===== config.mk =====
export PLATFORM = sky130hd
export DESIGN_NAME = ni_packetizer
export DESIGN_NICKNAME = d
export VERILOG_FILES = /design/src/rtl/noc_pkg.sv /design/src/rtl/ni_packetizer.sv
export SDC_FILE = /design/constraint.sdc
export NUM_CORES = 1
export LEC_CHECK = 0
export CORE_ASPECT_RATIO = 0.75
export CORE_MARGIN = 8
export CORE_UTILIZATION = 45
export DETAILED_ROUTE_END_ITERATION = 8
export PLACE_DENSITY = 0.85
export SYNTH_ARGS = -nofsm -noshare
export SYNTH_HDL_FRONTEND = slang
export SYNTH_SLANG_ARGS = --single-unit

===== constraint.sdc =====
create_clock -name clk -period 3.01 [get_ports clk]
set_clock_uncertainty 0.2 [all_clocks]
set_input_delay 0.301 -clock clk [delete_from_list [all_inputs] [get_ports clk]]
set_output_delay 0.301 -clock clk [all_outputs]
set_load 0.01 [all_outputs]

===== src/rtl/noc_pkg.sv =====
// Shared NoC definitions: flit geometry, flit type codes, head-flit field offsets
// and the injector FSM encoding.
package noc_pkg;

  localparam int FW = 40;
  localparam int CW = 3;
  localparam int LW = 8;

  typedef enum logic [1:0] {
    FT_INV  = 2'b00,
    FT_TAIL = 2'b01,
    FT_BODY = 2'b10,
    FT_HEAD = 2'b11
  } flit_type_e;

  // Head flit, MSB first: type | dst x,y,z | src x,y,z | len | zero pad
  localparam int HEAD_TYPE_LSB = FW - 2;
  localparam int HEAD_DST_LSB  = HEAD_TYPE_LSB - 3*CW;
  localparam int HEAD_SRC_LSB  = HEAD_DST_LSB - 3*CW;
  localparam int HEAD_LEN_LSB  = HEAD_SRC_LSB - LW;

  typedef enum logic [1:0] {
    ST_IDLE    = 2'd0,
    ST_PAYLOAD = 2'd1,
    ST_DRAIN   = 2'd2
  } state_e;

endpackage


===== src/rtl/ni_packetizer.sv =====
// Network-interface injector: turns a descriptor plus payload stream into one
// wormhole packet (head, LEN payload flits, last typed tail) behind a single output register.
module ni_packetizer #(
  parameter int FW   = noc_pkg::FW,
  parameter int CW   = noc_pkg::CW,
  parameter int LW   = noc_pkg::LW,
  parameter int MY_X = 0,
  parameter int MY_Y = 0,
  parameter int MY_Z = 0
) (
  input  logic            clk,
  input  logic            rst,
  input  logic            msg_valid,
  output logic            msg_ready,
  input  logic [3*CW-1:0] msg_dst,
  input  logic [LW-1:0]   msg_len,
  input  logic            pl_valid,
  output logic            pl_ready,
  input  logic [FW-3:0]   pl_data,
  input  logic            pl_last,
  output logic [FW-1:0]   flit_out,
  output logic            req_out,
  input  logic            grnt_in,
  output logic            len_err,
  output logic [15:0]     pkt_cnt
);
  import noc_pkg::*;

  localparam int PADW = FW - 2 - 6*CW - LW;

  state_e       state_q, state_d;
  logic [LW-1:0] rem_q, rem_d;
  logic [FW-1:0] flit_d, head_flit;
  logic          req_d, err_d, slot, xfer;
  logic [15:0]   cnt_d;
  flit_type_e    pl_type;

  assign head_flit = {FT_HEAD, msg_dst, CW'(MY_X), CW'(MY_Y), CW'(MY_Z), msg_len, {PADW{1'b0}}};

  always_ff @(posedge clk or posedge rst) begin
    if (rst) state_q <= ST_IDLE;
    else     state_q <= state_d;
  end

  always_comb begin
    state_d   = state_q;
    flit_d    = flit_out;
    req_d     = req_out;
    rem_d     = rem_q;
    cnt_d     = pkt_cnt;
    err_d     = 1'b0;
    msg_ready = 1'b0;
    pl_ready  = 1'b0;
    pl_type   = (rem_q == LW'(1)) ? FT_TAIL : FT_BODY;
    // slot: the register is empty or is being emptied on this edge
    slot      = ~req_out | grnt_in;
    xfer      = req_out & grnt_in;
    if (xfer) req_d = 1'b0;
    case (state_q)
      ST_IDLE: begin
        msg_ready = 1'b1;
        if (msg_valid) begin
          flit_d  = head_flit;
          req_d   = 1'b1;
          rem_d   = msg_len;
          state_d = ST_PAYLOAD;
        end
      end
      ST_PAYLOAD: begin
        if (rem_q != '0) begin
          pl_ready = slot;
          if (slot && pl_valid) begin
            flit_d = {pl_type, pl_data};
            req_d  = 1'b1;
            rem_d  = rem_q - LW'(1);
            // pl_last is only cross-checked; the length counter decides the tail
            err_d  = pl_last ? (rem_q > LW'(1)) : (rem_q == LW'(1));
            if (rem_q == LW'(1)) state_d = ST_DRAIN;
          end
        end else if (slot) begin
          flit_d  = {FT_TAIL, {(FW-2){1'b0}}};
          req_d   = 1'b1;
          state_d = ST_DRAIN;
        end
      end
      ST_DRAIN: begin
        if (xfer) begin
          cnt_d   = pkt_cnt + 16'd1;
          state_d = ST_IDLE;
        end
      end
      default: state_d = ST_IDLE;
    endcase
  end

  always_ff @(posedge clk or posedge rst) begin
    if (rst) begin
      flit_out <= '0;
      req_out  <= 1'b0;
      rem_q    <= '0;
      len_err  <= 1'b0;
      pkt_cnt  <= '0;
    end else begin
      flit_out <= flit_d;
      req_out  <= req_d;
      rem_q    <= rem_d;
      len_err  <= err_d;
      pkt_cnt  <= cnt_d;
    end
  end

endmodule

==> results.txt <==
The run finished with clean final reports. The overall via count from detail_route came out at 2,963. The min-delay analysis places its worst path in the category primary input to async pin.

The net count after synthesis was 381. By count the netlist is led by sky130_fd_sc_hd__dfrtp_1, sky130_fd_sc_hd__inv_1, sky130_fd_sc_hd__nand4_1. The core region is 0.00736 mm2. For the highest achievable clock rate, the log shows 348 MHz. Setup repair after global routing left no endpoint under its margin. After clock tree synthesis, the clock-pin slew on the worst setup and hold paths is 70 ps. STA classifies the critical path startpoint as a register. Each instance of the synthesized netlist takes up on average 10.8 um2. The final-stage net count is 500.

The tools report the library cell used as clock root buffer as sky130_fd_sc_hd__clkbuf_8. After detailed routing, no signal wire sits above met4. The post-cts gate resize count was 0; the slew at the pin closest to its max-slew limit was 921 ps.

Sequential cells account for 40.2% of the total power. The area growth from synthesis to final layout is 43.9%. The required arrival time at the worst endpoint is 2510 ps, and the final number of hold-violating endpoints is 0.

The later pin in the worst-skew pair is clocked with a latency of 340 ps. TritonCTS built the clock tree. For this configuration, the core starts out at a cell density of 46.4%. By instance count, the leading cell after synthesis is sky130_fd_sc_hd__dfrtp_1. The run gives 15.8 mm as the wire length of the first global-routing pass. The tools report the floorplan die area as 0.0107 mm2. Counting distinct cell types in the post-synthesis netlist gives 47.

The height of the die works out to 91.5 um. The worst setup path is of the register to output pin kind. The cell area that synthesis handed to floorplanning was 0.00342 mm2. The run gives 0 as the final count of negative-setup-slack endpoints.

The worst register-to-register path has a depth of 7. The number of buffer cells added on primary ports is 120. In the routed design, unresolved DRC markers number 0.

The run gives 0.305 mV as the largest voltage drop on the vdd net. The library cell contributing the largest single delay on the critical path is sky130_fd_sc_hd__or4b_4. The combinational power share was 33.2%.

The post-synthesis register bit count came out at 68. Once placement finished, the instance area stood at 0.00469 mm2. The logs give 0 for the final-report max-slew violation count and 0 for the buffer count from post-CTS setup fixing.

After layout, the design draws a total of 3.17 mW. The initial antenna violation count was 0. On the worst path, the slowest cell contributes a delay of 520 ps.

The sequential standard cell area came out at 0.00170 mm2. In this run the power density over the cells is 644 mW/mm2. Sorting the synthesized cells by area gives the leading types as sky130_fd_sc_hd__dfrtp_1, sky130_fd_sc_hd__mux2_4, sky130_fd_sc_hd__nand4_1. Summed over all nets, wire length on met2 after detailed routing comes to 4.47 mm. Final hold analysis gives a worst-case slack of 147 ps. The worst path uses 95.4% of the clock period.

The finished cells cover 0.00492 mm2. Counting the fill cells in the layout gives 588. After the first detailed-routing iteration, the DRC count stood at 189. The switching share of power came out at 30.9%. In this run, post-CTS hold repair placed 0 buffers. The post-route antenna net violation count came out at 0. After detailed routing, the total wire length is 9.83 mm.

The first detailed-routing pass ran for 5 iterations. The per-cell routed wire length works out to 18.2 um. The number of antenna diodes in the final layout is 0. The synthesized design contains 0 enable-type register cells. The count of cells in the finished layout, fillers not included, comes to 541. The horizontal die dimension was 117 um; the share of synthesized flip-flops with an asynchronous set or reset was 100%. The max-cap violation count was 0.

For the static power due to leakage, the log shows 2.15 nW. For the half-perimeter wire length after detailed placement, the log shows 7.21 mm. The clock passes through at most 2 buffers. The post-synthesis cell type with the largest combined area was sky130_fd_sc_hd__dfrtp_1. Met1 routed wirelength after detailed routing: 4.42 mm.

In this run, the clock network consumes 26.6% of the power. The tools report the largest net degree at the start of global routing as 69. Yosys printed 0 warnings. The share of post-route cells with drive strength above 1 came out at 11.1%. In the final timing run, aggregate negative setup slack is 0 ps. The final critical-path required period is 2870 ps.

TritonCTS created 9 clock buffers. In this run the number of H-tree levels came out at 3. During I/O placement, the number of pins put on the boundary was 121. The number of global-route vias before repair came out at 3,031. At the worst endpoint, the arrival time is 2370 ps.

The clock net in this run drives a total of 68 sinks. The logs give 316 for the synthesized instance count and 0.907 for the routability-driven placement congestion ratio. In the routed layout, each cell is associated on average with a via count of 5.48. STA classifies the critical path endpoint as an output pin. The proportion of netlist area held by the largest area contributor is 49.8%, and the global router's overall resource usage is 18.7%. For flop-to-flop paths, the worst setup slack is 340 ps.

Main flop type after synthesis: sky130_fd_sc_hd__dfrtp_1. The internal power is 2.19 mW. Wire segments on met3 add up to 811 um in the final route.

The share of synthesized area occupied by flip-flops and latches is 49.8%, and the total instance count after detailed placement is 525. The signal on the critical path passes through inv_1 -> ha_1 -> or4b_4 -> o21ai_4 -> nor2_1 -> clkdlybuf4s50_1. Headroom to the max-slew limit came out at 38.6%. The tools report the area of combinational cells with multiple inputs as 0.00150 mm2.

For this design the total switching power over the nets is 979 uW. In this run the worst path has a maximum fanout of 7. The number of rows created at floorplan was 27; the total congestion overflow was 0.
[layer usage]
layer | global-route usage (%) | up-vias
met3 | 5.95 | 11
li1 | - | 1383
met5 | 0 | -
met2 | 28.5 | 114
met4 | 4.89 | 0
met1 | 24.9 | 1455
[flip-flops by register name, indices dropped and copies added (netlist names)]
signal / cells
rem_q: 8
state_q: 2
req_out: 1
pkt_cnt: 16
len_err: 1
flit_out: 40
[cells by family after synthesis]
| kind of cell | Yosys count | synth area share [%] |
|---|---|---|
| flops | 68 | 49.8 |
| mux | 21 | 8.53 |
| xor+xnor | 15 | 3.84 |
| simple gates | 90 | 14.8 |
| compound gates | 71 | 15.2 |
| fa+ha+maj | 4 | 1.46 |
| buf+inv | 47 | 6.44 |
[worst max-delay path: cells and delay by family (launching register included)]
| family | cells | cell delay (ps) |
|---|---|---|
| AO/OA/AOI/OAI | 1 | 240 |
| flip-flops | 1 | 430 |
| AND/OR/NAND/NOR | 2 | 590 |
| adder cells (fa/ha/maj) | 1 | 190 |
| buffers and inverters | 2 | 580 |
[per-stage QoR]
step                setup slack (ps)  utilization, %
floorplan                        718               -
global route                    35.2            66.8
global placement                 441            63.7
detailed placement               323            63.7
CTS                              126            66.8
finish                           140            66.8
[final timing paths]
path / startpoint / to
min: rst / pkt_cnt[9]
max: rem_q[0] / pl_ready
min in group clk: pkt_cnt[15] / pkt_cnt[15]
min reg2reg: pkt_cnt[15] / pkt_cnt[15]
max reg2reg: rem_q[0] / flit_out[38]
max in group asynchronous: rst / flit_out[13]
[power by group through the flow]
stage / Combinational, mW / Clock, mW / Sequential [mW]
2_1_floorplan: 0.495 / 0 / 1.32
3_3_place_gp: 1.03 / 0 / 1.28
3_5_place_dp: 1.06 / 0 / 1.28
4_1_cts: 1.06 / 0.863 / 1.27
5_1_grt: 1.13 / 0.897 / 1.30
6_report: 1.05 / 0.844 / 1.27
[layout make-up]
| class | instances | area share (%) |
|---|---|---|
| Sequential cell | 68 | 34.6 |
| Clock buffer | 10 | 2.80 |
| Inverter | 29 | 2.21 |
| Tap cell | 101 | 2.57 |
| Multi-Input combinational cell | 201 | 30.5 |
| Clock inverter | 6 | 1.76 |
| Timing Repair Buffer | 126 | 25.6 |
[cell usage in the layout (no fill, tap or decap), types with 5 or more instances in the layout]
| master | count |
|---|---|
| sky130_fd_sc_hd__a22o_1 | 15 |
| sky130_fd_sc_hd__buf_4 | 5 |
| sky130_fd_sc_hd__clkbuf_8 | 10 |
| sky130_fd_sc_hd__clkdlybuf4s50_1 | 120 |
| sky130_fd_sc_hd__dfrtp_1 | 68 |
| sky130_fd_sc_hd__inv_1 | 28 |
| sky130_fd_sc_hd__mux2_4 | 15 |
| sky130_fd_sc_hd__nand2_1 | 14 |
| sky130_fd_sc_hd__nand3_1 | 7 |
| sky130_fd_sc_hd__nand4_1 | 24 |
| sky130_fd_sc_hd__nor2_1 | 15 |
| sky130_fd_sc_hd__nor3_1 | 7 |
| sky130_fd_sc_hd__nor4_1 | 6 |
| sky130_fd_sc_hd__o21ai_0 | 14 |
| sky130_fd_sc_hd__o21ai_1 | 14 |
| sky130_fd_sc_hd__or3_1 | 5 |
| sky130_fd_sc_hd__xnor2_1 | 6 |
| sky130_fd_sc_hd__xor2_1 | 9 |
Power figures use the tool's default switching activity.
